### src/rtl/jtag_instruction_register_pkg.sv
`default_nettype none
// ============================================================================
//  Module      : jtag_types_pkg
//  Description : Shared JTAG types: IR length, instruction opcodes and the
//                fixed capture pattern loaded into the IR low bits.
//  Revision    : 1.0 - initial release
// ============================================================================
package jtag_types_pkg;

    // Instruction register length in bits.
    localparam int IR_LEN = 4;

    // Two LSBs forced into the IR on Capture-IR, as 1149.1 requires.
    localparam logic [1:0] CAPTURE_LSBS = 2'b01;

    // Opcodes seen by the instruction decoder. Unlisted encodings are still
    // legal values of this type; the decoder maps them to BYPASS.
    typedef enum logic [IR_LEN-1:0] {
        EXTEST         = 4'b0000,
        IDCODE         = 4'b0001,
        SAMPLE_PRELOAD = 4'b0010,
        AHB            = 4'b1000,
        BYPASS         = 4'b1111
    } instruction_t;

endpackage : jtag_types_pkg
`default_nettype wire

### src/rtl/jtag_instruction_register_if.sv
`default_nettype none
// ============================================================================
//  Module      : jtag_instruction_register_if
//  Description : Bundle between the TAP controller (master) and the
//                instruction register (slave): state strobes, serial data,
//                captured status and the resulting instruction.
//  Revision    : 1.0 - initial release
// ============================================================================
interface jtag_instruction_register_if
    import jtag_types_pkg::*;
#(
    parameter int IR_WIDTH = IR_LEN
);

    logic                tlr_reset;
    logic                capture_ir;
    logic                shift_ir;
    logic                update_ir;
    logic                TDI;
    logic [IR_WIDTH-3:0] ir_status;

    logic                ir_tdo;
    instruction_t        parallel_out;
    logic                ir_len_err;

    // TAP controller side
    modport master (
        output tlr_reset,
        output capture_ir,
        output shift_ir,
        output update_ir,
        output TDI,
        output ir_status,
        input  ir_tdo,
        input  parallel_out,
        input  ir_len_err
    );

    // Instruction register side
    modport slave (
        input  tlr_reset,
        input  capture_ir,
        input  shift_ir,
        input  update_ir,
        input  TDI,
        input  ir_status,
        output ir_tdo,
        output parallel_out,
        output ir_len_err
    );

endinterface : jtag_instruction_register_if
`default_nettype wire

### src/rtl/jtag_instruction_register_shift_counter.sv
`default_nettype none
// ============================================================================
//  Module      : jtag_ir_shift_counter
//  Description : Counts Shift-IR cycles since the last capture, saturating at
//                MAX_COUNT+1 so any overlong shift stays distinguishable from
//                an exact one. o_length_ok flags an exact MAX_COUNT shifts.
//  Revision    : 1.0 - initial release
// ============================================================================
module jtag_ir_shift_counter #(
    parameter int MAX_COUNT = 4
) (
    input  wire logic clk,
    input  wire logic rst,
    input  wire logic i_clear,
    input  wire logic i_inc,
    output logic      o_length_ok
);

    localparam int            c_CW      = $clog2(MAX_COUNT + 2);
    localparam logic [c_CW-1:0] c_TARGET = c_CW'(MAX_COUNT);
    localparam logic [c_CW-1:0] c_SAT    = c_CW'(MAX_COUNT + 1);

    logic [c_CW-1:0] r_count;

    // Clear wins over increment; increment stops at the saturation value.
    always_ff @(posedge clk or posedge rst) begin
        if (rst) begin
            r_count <= '0;
        end else if (i_clear) begin
            r_count <= '0;
        end else if (i_inc && (r_count != c_SAT)) begin
            r_count <= r_count + 1'b1;
        end
    end

    assign o_length_ok = (r_count == c_TARGET);

endmodule : jtag_ir_shift_counter
`default_nettype wire

### src/rtl/jtag_instruction_register.sv
`default_nettype none
// ============================================================================
//  Module      : jtag_instruction_register
//  Description : 1149.1 instruction register. Serial shift stage driven by
//                the TAP strobes, plus a shadow stage that holds the current
//                instruction steady for the decoder while a new opcode is
//                being shifted in.
//                Optional build macro JTAG_IR_LENGTH_CHECK_EN: rejects any
//                update whose shift count is not exactly IR_WIDTH, loading
//                BYPASS and raising ir_len_err instead.
//  Revision    : 1.0 - initial release
// ============================================================================
module jtag_instruction_register
    import jtag_types_pkg::*;
#(
    // Must equal IR_LEN: the shadow stage is typed instruction_t.
    parameter int           IR_WIDTH    = IR_LEN,
    parameter instruction_t RESET_INSTR = IDCODE
) (
    input  wire logic                  TCK,
    input  wire logic                  TRST,
    jtag_instruction_register_if.slave ir_bus
);

    localparam logic [IR_WIDTH-1:0] c_SHIFT_RESET =
        {{(IR_WIDTH-2){1'b0}}, CAPTURE_LSBS};

    logic [IR_WIDTH-1:0] r_shift_reg;
    instruction_t        r_parallel;
    logic                w_len_ok;
    logic                w_do_tlr;
    logic                w_do_capture;
    logic                w_do_shift;
    logic                w_do_update;

    // Strobe priority: tlr_reset > capture_ir > shift_ir > update_ir.
    always_comb begin
        w_do_tlr     = ir_bus.tlr_reset;
        w_do_capture = ir_bus.capture_ir & ~ir_bus.tlr_reset;
        w_do_shift   = ir_bus.shift_ir & ~ir_bus.capture_ir & ~ir_bus.tlr_reset;
        w_do_update  = ir_bus.update_ir & ~ir_bus.shift_ir
                     & ~ir_bus.capture_ir & ~ir_bus.tlr_reset;
    end

    // Shift stage: capture status, then shift LSB-first with TDI into the MSB.
    always_ff @(posedge TCK or posedge TRST) begin
        if (TRST) begin
            r_shift_reg <= c_SHIFT_RESET;
        end else if (w_do_tlr) begin
            r_shift_reg <= c_SHIFT_RESET;
        end else if (w_do_capture) begin
            r_shift_reg <= {ir_bus.ir_status, CAPTURE_LSBS};
        end else if (w_do_shift) begin
            r_shift_reg <= {ir_bus.TDI, r_shift_reg[IR_WIDTH-1:1]};
        end
    end

`ifdef JTAG_IR_LENGTH_CHECK_EN
    logic r_len_err;

    jtag_ir_shift_counter #(
        .MAX_COUNT (IR_WIDTH)
    ) u_shift_counter (
        .clk         (TCK),
        .rst         (TRST),
        .i_clear     (w_do_tlr | w_do_capture),
        .i_inc       (w_do_shift),
        .o_length_ok (w_len_ok)
    );

    // Error flag reflects the most recent update; cleared by any reset.
    always_ff @(posedge TCK or posedge TRST) begin
        if (TRST) begin
            r_len_err <= 1'b0;
        end else if (w_do_tlr) begin
            r_len_err <= 1'b0;
        end else if (w_do_update) begin
            r_len_err <= ~w_len_ok;
        end
    end

    assign ir_bus.ir_len_err = r_len_err;
`else
    // Without the check every shift length is accepted.
    assign w_len_ok          = 1'b1;
    assign ir_bus.ir_len_err = 1'b0;
`endif

    // Shadow stage: only reset and update may change the decoder's input.
    always_ff @(posedge TCK or posedge TRST) begin
        if (TRST) begin
            r_parallel <= RESET_INSTR;
        end else if (w_do_tlr) begin
            r_parallel <= RESET_INSTR;
        end else if (w_do_update) begin
            r_parallel <= w_len_ok ? instruction_t'(r_shift_reg) : BYPASS;
        end
    end

    assign ir_bus.ir_tdo       = r_shift_reg[0];
    assign ir_bus.parallel_out = r_parallel;

endmodule : jtag_instruction_register
`default_nettype wire

### src/flat_wrapper.sv
// flat-port wrapper written by rule: the top's interface ports become plain ports
module jtag_instruction_register_flat import jtag_types_pkg::*;
#(
                                                                  
    parameter int           IR_WIDTH    = IR_LEN,
    parameter instruction_t RESET_INSTR = IDCODE
)
  (TCK, TRST, ir_bus_tlr_reset, ir_bus_capture_ir, ir_bus_shift_ir, ir_bus_update_ir, ir_bus_TDI, ir_bus_ir_status, ir_bus_ir_tdo, ir_bus_parallel_out, ir_bus_ir_len_err);
  jtag_instruction_register_if #(.IR_WIDTH(IR_WIDTH)) ir_bus_i ();
  input  wire logic TCK;
  input  wire logic TRST;
  input wire logic [$bits(ir_bus_i.tlr_reset)-1:0] ir_bus_tlr_reset;
  input wire logic [$bits(ir_bus_i.capture_ir)-1:0] ir_bus_capture_ir;
  input wire logic [$bits(ir_bus_i.shift_ir)-1:0] ir_bus_shift_ir;
  input wire logic [$bits(ir_bus_i.update_ir)-1:0] ir_bus_update_ir;
  input wire logic [$bits(ir_bus_i.TDI)-1:0] ir_bus_TDI;
  input wire logic [$bits(ir_bus_i.ir_status)-1:0] ir_bus_ir_status;
  output wire logic [$bits(ir_bus_i.ir_tdo)-1:0] ir_bus_ir_tdo;
  output wire logic [$bits(ir_bus_i.parallel_out)-1:0] ir_bus_parallel_out;
  output wire logic [$bits(ir_bus_i.ir_len_err)-1:0] ir_bus_ir_len_err;
  assign ir_bus_i.tlr_reset = ir_bus_tlr_reset;
  assign ir_bus_i.capture_ir = ir_bus_capture_ir;
  assign ir_bus_i.shift_ir = ir_bus_shift_ir;
  assign ir_bus_i.update_ir = ir_bus_update_ir;
  assign ir_bus_i.TDI = ir_bus_TDI;
  assign ir_bus_i.ir_status = ir_bus_ir_status;
  assign ir_bus_ir_tdo = ir_bus_i.ir_tdo;
  assign ir_bus_parallel_out = ir_bus_i.parallel_out;
  assign ir_bus_ir_len_err = ir_bus_i.ir_len_err;
  jtag_instruction_register #(.IR_WIDTH(IR_WIDTH), .RESET_INSTR(RESET_INSTR)) u_core (.TCK(TCK), .TRST(TRST), .ir_bus(ir_bus_i));
endmodule
### config.mk
export PLATFORM = sky130hd
export DESIGN_NAME = jtag_instruction_register_flat
export DESIGN_NICKNAME = d
export VERILOG_FILES = /design/src/rtl/jtag_instruction_register_pkg.sv /design/src/rtl/jtag_instruction_register_if.sv /design/src/rtl/jtag_instruction_register_shift_counter.sv /design/src/rtl/jtag_instruction_register.sv /design/src/flat_wrapper.sv
export SDC_FILE = /design/constraint.sdc
export NUM_CORES = 1
export LEC_CHECK = 0
export CORE_AREA = 2 2 39 41
export CTS_CLUSTER_SIZE = 16
export DETAILED_ROUTE_END_ITERATION = 6
export DIE_AREA = 0 0 41 43
export SYNTH_ARGS = -nofsm -noshare
export SYNTH_HDL_FRONTEND = slang
export SYNTH_SLANG_ARGS = --single-unit
export TNS_END_PERCENT = 10
### constraint.sdc
create_clock -name TCK -period 0.93 [get_ports TCK]
set_clock_uncertainty 0.15 [all_clocks]
set_input_delay 0.093 -clock TCK [delete_from_list [all_inputs] [get_ports TCK]]
set_output_delay 0.093 -clock TCK [all_outputs]
set_load 0.03 [all_outputs]
Yosys cells after proc, flatten, opt, wreduce, memory -nomap -nowiden
Cells that the tools add are included.

storage, ports and cells
  register bits after elaboration = 8
  output and inout bits = 6

operators by class
  mux-type cells = 5
  bitwise gates (word level) = 9
  reduce and logical (&&, ||, !) cells = 2

operators by type and width
  cell                number
  4-bit 2-to-1 mux    5
  1-bit AND           6
  1-bit inverter      3
  3-bit nonzero test  1
  2-bit nonzero test  1

Logic depth before layout (Yosys ltp)
Gate-level depths: netlist of the first run.

  depth after elaboration = 6
  gate-level depth with buffers = 3
  depth with buffers taken out = 2

Worst setup path before layout of the first run
No wires, ideal clock.

  path kind = flip-flop to flip-flop
  from = register u_core.r_shift_reg[0]
  to = register u_core.r_parallel[0], in the netlist u_core.ir_bus.parallel_out[0]
  library setup time = 0.075 ns
  arrival time = 0.793 ns
  required time = 0.705 ns
  setup slack = -0.088 ns
  stages on the path, launching flop included = 3
  path buffers = 0
  period minus slack after synthesis = 1.018 ns
  cells stage by stage = dfstp_2 -> nor2_1 -> mux2i_1

on the way
  longest elaborated chain between the ends = 2

ends and longest elaborated chain
  what                      line                             text
  start: declaration        jtag_instruction_register.sv:28  logic [IR_WIDTH-1:0] r_shift_reg;
  start signal: assignment  jtag_instruction_register.sv:48  r_shift_reg <= c_SHIFT_RESET;
  start signal: assignment  jtag_instruction_register.sv:50  r_shift_reg <= c_SHIFT_RESET;
  start signal: assignment  jtag_instruction_register.sv:52  r_shift_reg <= {ir_bus.ir_status, CAPTURE_LSBS};
  4-bit 2-to-1 mux          jtag_instruction_register.sv:95  end else if (w_do_update) begin
  4-bit 2-to-1 mux          jtag_instruction_register.sv:93  end else if (w_do_tlr) begin
  end signal: assignment    jtag_instruction_register.sv:96  r_parallel <= w_len_ok ? instruction_t'(r_shift_reg) : BYPASS;
  end: declaration          jtag_instruction_register.sv:29  instruction_t r_parallel;

No other way between the ends. The select of a mux whose other input is x is not followed.
A chain may end at the register's enable or synchronous reset.

Final worst setup path of the first run
  from = register u_core.r_parallel[0], in the netlist u_core.ir_bus.parallel_out[0]
  to = output ir_bus_parallel_out[0]

RTL lines
  what              line                text
  end: declaration  flat_wrapper.sv:19  output wire logic [$bits(ir_bus_i.parallel_out)-1:0] ir_bus_parallel_out;

No word-level cell between the ends.

==> results.json, run 1 <==
{
  "status": "complete, but fails checks",
  "violations": "hold timing, setup timing",
  "drt_wl_total_um": 745,
  "cts_buffers": 3,
  "gr-total-overflow": 0,
  "clkTransAtPathRegs_ns": 0.06,
  "reg2regPathDepth": 3,
  "avgSynthCellArea_um2": 11.1,
  "crit_path_end": "ir_bus_parallel_out[0]",
  "row_count": 14,
  "r2r_start": "u_core.r_shift_reg[0]$_DFFE_PP1P_",
  "n_fill_cell": 132,
  "yosys_register_bits": 8,
  "p_leak_nw": 0.287,
  "layout_commonest_cell": "mux2i_1",
  "dr.pass1.iters": 1,
  "die_w_um": 41,
  "irDropWorstVdd_uv": 591,
  "cp_slowest_cell": "dfstp_2",
  "antenna_found_initial": 0,
  "synth_cell_types": 15,
  "finalCritPeriodShare_pct": 124,
  "viasPerCell": 4.40,
  "met2_usage_pct": 15.6,
  "fin_hold_ws_ns": -0.0608,
  "pwr_density_cell_nw_per_um2": 1290,
  "syn_area_um2": 420,
  "io-pin-count": 15,
  "hpwl_um": 577,
  "hold_class": "input port to asynchronous set/reset pin",
  "ctsLongestPathBuffers": 2,
  "grt_use_met1_pct": 15.5,
  "maxCapViolations": 0,
  "clock_sinks": 8,
  "cts_tree": "built",
  "busiest_layer": "met2",
  "grt_usage_pct": 11.9,
  "final_hold_viol_count": 6,
  "fin_setup_tns_ns": -0.839,
  "worstSetupEndpointType": "output pin",
  "drc": 0,
  "area_growth_pct": 46.4,
  "seq_area_frac_synth_pct": 48.2,
  "critical_path_buf_inv_count": 1,
  "fp.dieArea_um2": 1760,
  "startpoint": "u_core.ir_bus.parallel_out[0]$_DFFE_PP1P_",
  "gp_congestion": 0.694,
  "fmax_ghz": 0.864,
  "fin_nets": 66,
  "critPathArrivalTime_ns": 0.91,
  "cp_top_family": "flip-flops",
  "htreeDepth": 1,
  "ys.warnings.count": 0,
  "syn-num-nets": 47,
  "die_h_um": 43,
  "rrSetupSlack_ns": -0.09,
  "drt-wirelength-per-cell_um": 10.3,
  "setup_viol": 7,
  "fin_util_pct": 44.5,
  "setup_slack_ns": -0.228,
  "crit_chain": "buf_6",
  "slew_violations": 0,
  "cp_max_fo": 2,
  "final_layout_size_suffix_gt1_share_pct": 30.4,
  "grt_max_degree": 13,
  "crit_cells": 1,
  "clk_latency_ns": 0.25,
  "cp-start-kind": "flop",
  "cts_root_buf": "clkbuf_4",
  "diodes": 0,
  "synthCells": 38,
  "r2r_end": "u_core.ir_bus.parallel_out[0]$_DFFE_PP1P_",
  "min_period_ns": 1.16,
  "final_cell_mix": "mux2i_1 (8), nand2b_1 (6), buf_6 (6), dfrtp_1 (6), clkdlybuf4s50_1 (4)",
  "vias": 317,
  "drt_iter0_drc": 0,
  "grt_pass1_vias": 336,
  "use_met3_pct": 3.14,
  "grt_pass1_wl_mm": 1.37,
  "port_buffers": 13,
  "initial_utilization_pct": 30.4,
  "path_class": "flop to output pin",
  "design.core.area_um2": 1380,
  "cpPeakStageDelay_ns": 0.54,
  "ant_nets": 0,
  "rsz0062_at_grt": "true",
  "cp.required_ns": 0.69
}
## what timing repair did
item                                   CTS  global route
setup endpoints to repair               13            12
resized for setup                        9             5
buffers inserted                         1             0
pin swaps                                3             3
endpoints found under the hold margin    6             6
gates cloned                             0             0
## layer usage
| metal | vias to the layer above | part of all wire [%] |
|---|---|---|
| met5 | - | 0 |
| met1 | 148 | 46 |
| met2 | 8 | 48 |
| li1 | 159 | - |
| met4 | 0 | 2.6 |
| met3 | 2 | 4.0 |
## area by class of cell
cell class	instances	area (um^2)	share of cell area (%)
clock buffers	4	26.3	4.27
inverters	2	7.51	1.22
multi-input cells	25	193	31.3
flip-flops and latches	8	203	32.9
well taps	16	20.0	3.25
repair buffers	17	166	27.0
## synth_stat cells (all sizes together)
cell | number | area, um^2
nor2b | 2 | 12.5
nor2 | 3 | 11.3
conb | 1 | 3.75
nor3 | 1 | 5.00
nand2b | 6 | 37.5
mux2i | 8 | 80.1
a211oi | 2 | 15.0
dfstp | 2 | 52.6
inv | 2 | 7.51
nor3b | 1 | 18.8
nand2 | 1 | 3.75
clkbuf | 1 | 3.75
dfrtp | 6 | 150
buf | 2 | 18.8
## where the power goes
part / internal [W] / leakage (nW) / switching, W
logic: 0.0000724 / 0.170 / 0.0000616
registers: 0.000362 / 0.102 / 0.00000879
clock network: 0.000164 / 0.0150 / 0.000122
total: 0.000599 / 0.287 / 0.000193
## worst min path at each step
stage	start	to	cells past startpoint
finish	TRST	u_core.ir_bus.parallel_out[2]$_DFFE_PP0P_	2
global route	TRST	u_core.ir_bus.parallel_out[3]$_DFFE_PP0P_	2
CTS	TRST	u_core.ir_bus.parallel_out[3]$_DFFE_PP0P_	2
detailed placement	TRST	u_core.ir_bus.parallel_out[2]$_DFFE_PP0P_	2
global placement	TRST	u_core.ir_bus.parallel_out[2]$_DFFE_PP0P_	2
floorplan	TRST	u_core.ir_bus.parallel_out[1]$_DFFE_PP0P_	1
## per-stage QoR
step	std cells	power, W	instance area (um^2)	setup slack (ns)
3_5_place_dp	67	0.000507	558	-0.499
3_3_place_gp	67	0.000506	558	-0.477
2_1_floorplan	38	0.000450	420	-0.0780
5_1_grt	72	0.000838	616	-0.253
6_report	72	0.000792	616	-0.228
4_1_cts	72	0.000801	608	-0.238
## kinds of logic (layout without fill, tap and decap cells)
family | count (synthesis) | count (layout) | synth area share [%]
AO/OA/AOI/OAI | 2 | 2 | 3.57
flip-flops | 8 | 8 | 48.2
buffers and inverters | 5 | 23 | 7.14
AND/OR/NAND/NOR | 14 | 14 | 21.1
other | 1 | 1 | 0.892
multiplexers | 8 | 8 | 19.0
No activity file was read; power rests on OpenSTA's default activity.
==> inputs of run 2 (changes only) <==
--- a/config.mk
+++ b/config.mk
@@ -9,6 +9,8 @@
 export CTS_CLUSTER_SIZE = 16
 export DETAILED_ROUTE_END_ITERATION = 6
 export DIE_AREA = 0 0 41 43
+export GPL_TIMING_DRIVEN = 0
+export MAX_ROUTING_LAYER = met4
 export SYNTH_ARGS = -nofsm -noshare
 export SYNTH_HDL_FRONTEND = slang
 export SYNTH_SLANG_ARGS = --single-unit
==> results.json, run 2 (synthesis gave the netlist of run 1 again) <==
{
  "grt_pass1_vias": 333,
  "n_fill_cell": 140,
  "gr-total-overflow": 0,
  "slew_violations": 0,
  "htreeDepth": 1,
  "initial_utilization_pct": 30.4,
  "area_growth_pct": 44.6,
  "drt_wl_total_um": 771,
  "path_class": "flop to output pin",
  "viasPerCell": 4.44,
  "use_met3_pct": 3.14,
  "cp_max_fo": 2,
  "fin_total_pwr_w": 0.000799,
  "cpPeakStageDelay_ns": 0.53,
  "drt-wirelength-per-cell_um": 10.9,
  "die_w_um": 41,
  "fin_setup_tns_ns": -0.909,
  "final_layout_size_suffix_gt1_share_pct": 30.9,
  "fin_hold_ws_ns": -0.0749,
  "p_leak_nw": 0.278,
  "worstSetupEndpointType": "output pin",
  "cts_root_buf": "clkbuf_4",
  "ant_nets": 0,
  "drc": 0,
  "pre_cts_ws_ns": -0.558,
  "clock_sinks": 8,
  "cp_top_family": "flip-flops",
  "ctsLongestPathBuffers": 2,
  "critical_path_buf_inv_count": 1,
  "cts_buffers": 3,
  "irDropWorstVdd_uv": 608,
  "antenna_found_initial": 0,
  "hpwl_um": 612,
  "hold_class": "input port to asynchronous set/reset pin",
  "setup_viol": 8,
  "dr.pass1.iters": 2,
  "cp-start-kind": "flop",
  "gp_congestion": 0.663,
  "grt_max_degree": 11,
  "final_cell_mix": "mux2i_1 (8), nand2b_1 (6), dfrtp_1 (6)",
  "vias": 315,
  "grt_use_met1_pct": 12.5,
  "design.core.area_um2": 1380,
  "final_hold_viol_count": 8,
  "pwr_density_cell_nw_per_um2": 1310,
  "setup_slack_ns": -0.225,
  "row_count": 14,
  "layout_commonest_cell": "mux2i_1",
  "diodes": 0,
  "fin_util_pct": 43.9,
  "grt_usage_pct": 12.2,
  "finalCritPeriodShare_pct": 124,
  "cp.required_ns": 0.69,
  "crit_chain": "buf_6",
  "status": "complete, but fails checks",
  "port_buffers": 12,
  "fin_nets": 65,
  "die_h_um": 43,
  "drt_iter0_drc": 1,
  "io-pin-count": 15,
  "fp.dieArea_um2": 1760,
  "min_period_ns": 1.16,
  "rsz0062_at_grt": "true",
  "critPathArrivalTime_ns": 0.91,
  "cts_tree": "built",
  "clk_latency_ns": 0.26,
  "met2_usage_pct": 17.5,
  "clkTransAtPathRegs_ns": 0.06,
  "violations": "hold timing, setup timing",
  "fmax_ghz": 0.866,
  "busiest_layer": "met2",
  "grt_pass1_wl_mm": 1.34,
  "maxCapViolations": 0,
  "cp_slowest_cell": "dfstp_2"
}
[run 2: power breakdown]
part,switching [W],internal [W]
logic,0.0000603,0.0000727
registers,0.00000857,0.000362
clock network,0.000130,0.000165
total,0.000199,0.000600
[run 2: cell type report]
type / instances / area (um^2) / area share (%)
Sequential cell: 8 / 203 / 33.3
Multi-Input combinational cell: 25 / 193 / 31.7
Timing Repair Buffer: 13 / 126 / 20.8
Buffer: 3 / 32.5 / 5.35
Clock buffer: 4 / 26.3 / 4.32
Tap cell: 16 / 20.0 / 3.29
Inverter: 2 / 7.51 / 1.23
[run 2: stage by stage]
stage	instance area [um^2]	cells
global placement	561	66
CTS	609	71
floorplan	420	38
finish	608	71
global route	608	71
detailed placement	561	66
[run 2: what timing repair did]
action,4_1_cts,5_1_grt
setup endpoints to repair,13,10
endpoints found under the hold margin,8,6
gates resized for setup,39,3
pin swaps,3,2
buffers inserted,1,0
gates cloned,0,0
[run 2: path summary, 6_finish.rpt]
path                                                           start                                        end  slack [ns]  depth (start not counted)
setup / recovery                   u_core.r_shift_reg[0]$_DFFE_PP1P_                              ir_bus_ir_tdo       -0.23                          1
hold / removal                                                  TRST  u_core.ir_bus.parallel_out[2]$_DFFE_PP0P_       -0.07                          2
setup reg to reg                   u_core.r_shift_reg[0]$_DFFE_PP1P_  u_core.ir_bus.parallel_out[0]$_DFFE_PP1P_       -0.09                          3
hold reg to reg            u_core.ir_bus.parallel_out[0]$_DFFE_PP1P_  u_core.ir_bus.parallel_out[0]$_DFFE_PP1P_        0.37                          2
max in group asynchronous                                       TRST  u_core.ir_bus.parallel_out[0]$_DFFE_PP1P_        0.42                          2
min in group TCK                                     ir_bus_shift_ir          u_core.r_shift_reg[0]$_DFFE_PP1P_       -0.04                          3
[run 2: layer usage]
metal  wire length (um)  vias to the layer above
li1                   -                      156
met1                297                      145
met2                402                       10
met3                 38                        4
met4                 32                        0
met5                  0                        -
==> inputs of run 3 (changes only) <==
--- a/config.mk
+++ b/config.mk
@@ -5,6 +5,7 @@
 export SDC_FILE = /design/constraint.sdc
 export NUM_CORES = 1
 export LEC_CHECK = 0
+export CAP_MARGIN = 10
 export CORE_AREA = 2 2 39 41
 export CTS_CLUSTER_SIZE = 16
 export DETAILED_ROUTE_END_ITERATION = 6
@@ -13,5 +14,6 @@
 export MAX_ROUTING_LAYER = met4
 export SYNTH_ARGS = -nofsm -noshare
 export SYNTH_HDL_FRONTEND = slang
+export SYNTH_HIERARCHICAL = 1
 export SYNTH_SLANG_ARGS = --single-unit
 export TNS_END_PERCENT = 10
==> constraint.sdc (replaced) <==
create_clock -name TCK -period 1 [get_ports TCK]
set_clock_uncertainty 0.15 [all_clocks]
set_input_delay 0.1 -clock TCK [delete_from_list [all_inputs] [get_ports TCK]]
set_output_delay 0.1 -clock TCK [all_outputs]
set_load 0.03 [all_outputs]
==> results.json, run 3 <==
{
  "setup_slack_ns": -0.162,
  "final_area_um2": 602,
  "irDropWorstVdd_uv": 427,
  "synth_cell_types": 15,
  "htreeDepth": 1,
  "crit_path_end": "ir_bus_ir_tdo",
  "syn_area_um2": 420,
  "synth-adder-area-share_pct": 0,
  "p_comb_share_pct": 16.3,
  "ctsLongestPathBuffers": 2,
  "avgSynthCellArea_um2": 11.1,
  "cp_slowest_cell": "dfstp_2",
  "gp_congestion": 0.675,
  "fin_hold_ws_ns": -0.0618,
  "clock_sinks": 8,
  "grt_max_degree": 11,
  "grt_pass1_wl_mm": 1.28,
  "startpoint": "u_core/r_shift_reg[0]$_DFFE_PP1P_",
  "seq_area_frac_synth_pct": 48.2,
  "fp.dieArea_um2": 1760,
  "dr.pass1.iters": 2,
  "reg2regPathDepth": 3,
  "fin_total_pwr_w": 0.000729,
  "viasPerCell": 4.31,
  "hold_class": "input port to asynchronous set/reset pin",
  "diodes": 0,
  "drt_wl_total_um": 723,
  "slew_violations": 0,
  "clk_latency_ns": 0.26,
  "synthMuxAreaShare_pct": 19.0,
  "final_cell_mix": "mux2i_1 (8), nand2b_1 (6), dfrtp_1 (6)",
  "cpPeakStageDelay_ns": 0.53,
  "synth-compound-area-share_pct": 3.57,
  "ys.flop_type": "dfrtp_1",
  "cp_max_fo": 2,
  "yosysMostFrequentCell": "mux2i_1",
  "cts_root_buf": "clkbuf_4",
  "crit_chain": "buf_6",
  "clkTransAtPathRegs_ns": 0.06,
  "p_leak_nw": 0.269,
  "yosys-top-cells-area": "dfrtp_1 (36%), mux2i_1 (19%), dfstp_2 (13%)",
  "rsz0062_at_grt": "true",
  "ys_top_cells_by_count": "mux2i_1 (8), dfrtp_1 (6), nand2b_1 (6)",
  "status": "complete, but fails checks",
  "n_fill_cell": 150,
  "syn-num-nets": 47,
  "design.core.area_um2": 1380,
  "p_int_w": 0.000555,
  "final_hold_viol_count": 8,
  "critical_path_buf_inv_count": 1,
  "r2r_end": "u_core/ir_bus.parallel_out[0]$_DFFE_PP1P_",
  "initial_utilization_pct": 30.4,
  "crit_cells": 1,
  "drt-wirelength-per-cell_um": 10.2,
  "yosys_register_bits": 8,
  "finalCritPeriodShare_pct": 116,
  "cts_buffers": 3,
  "synth_xor_area_share_pct": 0,
  "row_count": 14,
  "synth-simple-area-share_pct": 21.1,
  "path_class": "flop to output pin",
  "ant_nets": 0,
  "critPathArrivalTime_ns": 0.91,
  "drc": 0,
  "cts_tree": "built",
  "synthCells": 38,
  "worstSetupEndpointType": "output pin",
  "synthArstFlopShare_pct": 100,
  "fmax_ghz": 0.860,
  "clkPwrFrac_pct": 36.3,
  "pwr_density_cell_nw_per_um2": 1210,
  "cp-start-kind": "flop",
  "synth_top_family_by_area": "simple AND/OR/NAND/NOR gates",
  "grt_pass1_vias": 293,
  "gr-total-overflow": 0,
  "antenna_found_initial": 0,
  "layout_commonest_cell": "mux2i_1",
  "rrSetupSlack_ns": -0.02,
  "setup_viol": 6,
  "cp.required_ns": 0.75,
  "dpl-instance-area_um2": 561,
  "die_w_um": 41,
  "p_sw_w": 0.000174,
  "fin_nets": 65,
  "r2r_start": "u_core/r_shift_reg[0]$_DFFE_PP1P_",
  "maxCapViolations": 0,
  "seq_power_share_pct": 47.4,
  "yosysTopAreaCellShare_pct": 35.7,
  "ys.warnings.count": 6,
  "io-pin-count": 15,
  "yosysTopAreaCell": "dfrtp_1",
  "grt_usage_pct": 11.7,
  "drt_iter0_drc": 1,
  "port_buffers": 12,
  "cp_top_family": "flip-flops",
  "violations": "hold timing, setup timing",
  "die_h_um": 43,
  "area_growth_pct": 43.2,
  "vias": 306,
  "synth_edf_count": 0,
  "p_sw_share_pct": 23.9,
  "final_layout_size_suffix_gt1_share_pct": 27.3,
  "min_period_ns": 1.16
}
## run 3: changes by cell type in the layout (fill, tap and decap cells not counted)
cell / change
clkdlybuf4s15_2: +1
a211oi_1: +1
a211oi_2: -1
clkbuf_8: -1
buf_4: +1
buf_6: -1
buf_2: -1
clkdlybuf4s50_1: +1
## run 3: how the worst min path moves through the flow
| stage | to | startpoint | depth (start not counted) |
|---|---|---|---|
| 2_1_floorplan | u_core/ir_bus.parallel_out[1]$_DFFE_PP0P_ | TRST | 1 |
| 3_3_place_gp | u_core/ir_bus.parallel_out[3]$_DFFE_PP0P_ | TRST | 2 |
| 3_5_place_dp | u_core/ir_bus.parallel_out[2]$_DFFE_PP0P_ | TRST | 2 |
| 4_1_cts | u_core/ir_bus.parallel_out[2]$_DFFE_PP0P_ | TRST | 2 |
| 5_1_grt | u_core/ir_bus.parallel_out[2]$_DFFE_PP0P_ | TRST | 2 |
| 6_report | u_core/ir_bus.parallel_out[2]$_DFFE_PP0P_ | TRST | 2 |
## run 3: kinds of logic after synthesis
logic type | count (synthesis)
other | 1
AND/OR/NAND/NOR | 14
buffers and inverters | 5
flip-flops | 8
AO/OA/AOI/OAI | 2
multiplexers | 8
## run 3: repair_timing
item / in CTS / in global routing
pin swaps: 1 / 1
setup buffers: 1 / 0
endpoints found under the hold margin: 8 / 7
resized for setup: 31 / 1
setup endpoints to repair: 13 / 10
## run 3: power by group through the flow
stage                     sequential [W]  clock (W)  combinational (W)
after floorplan                 0.000358          0          0.0000607
after global placement          0.000350          0           0.000118
after detailed placement        0.000351          0           0.000117
after CTS                       0.000345   0.000281           0.000120
after global routing            0.000347   0.000304           0.000130
final                           0.000345   0.000265           0.000119
## run 3: per-stage QoR
step                TNS [ns]  setup slack, ns  util [%]  cells
floorplan           -0.00805         -0.00805         -     38
global placement       -4.64           -0.458      40.5     66
detailed placement     -4.63           -0.483      40.5     66
CTS                   -0.759           -0.174      43.5     71
global route          -0.958           -0.206      43.5     71
finish                -0.680           -0.162      43.5     71
## run 3: layout make-up
class                   instances  area (um^2)  area share, %
plain buffers                   3         26.3           4.37
inverters                       2         7.51           1.25
well taps                      16         20.0           3.33
flip-flops and latches          8          203           33.7
clock buffers                   4         26.3           4.37
repair buffers                 13          131           21.8
multi-input cells              25          188           31.2
## run 3: layer usage
metal / vias up / global-route usage (%) / routed length [um]
met5: - / - / 0
met3: 2 / 3.14 / 42
met2: 10 / 14.4 / 353
li1: 155 / - / -
met4: 0 / 12.0 / 17
met1: 139 / 14.3 / 309
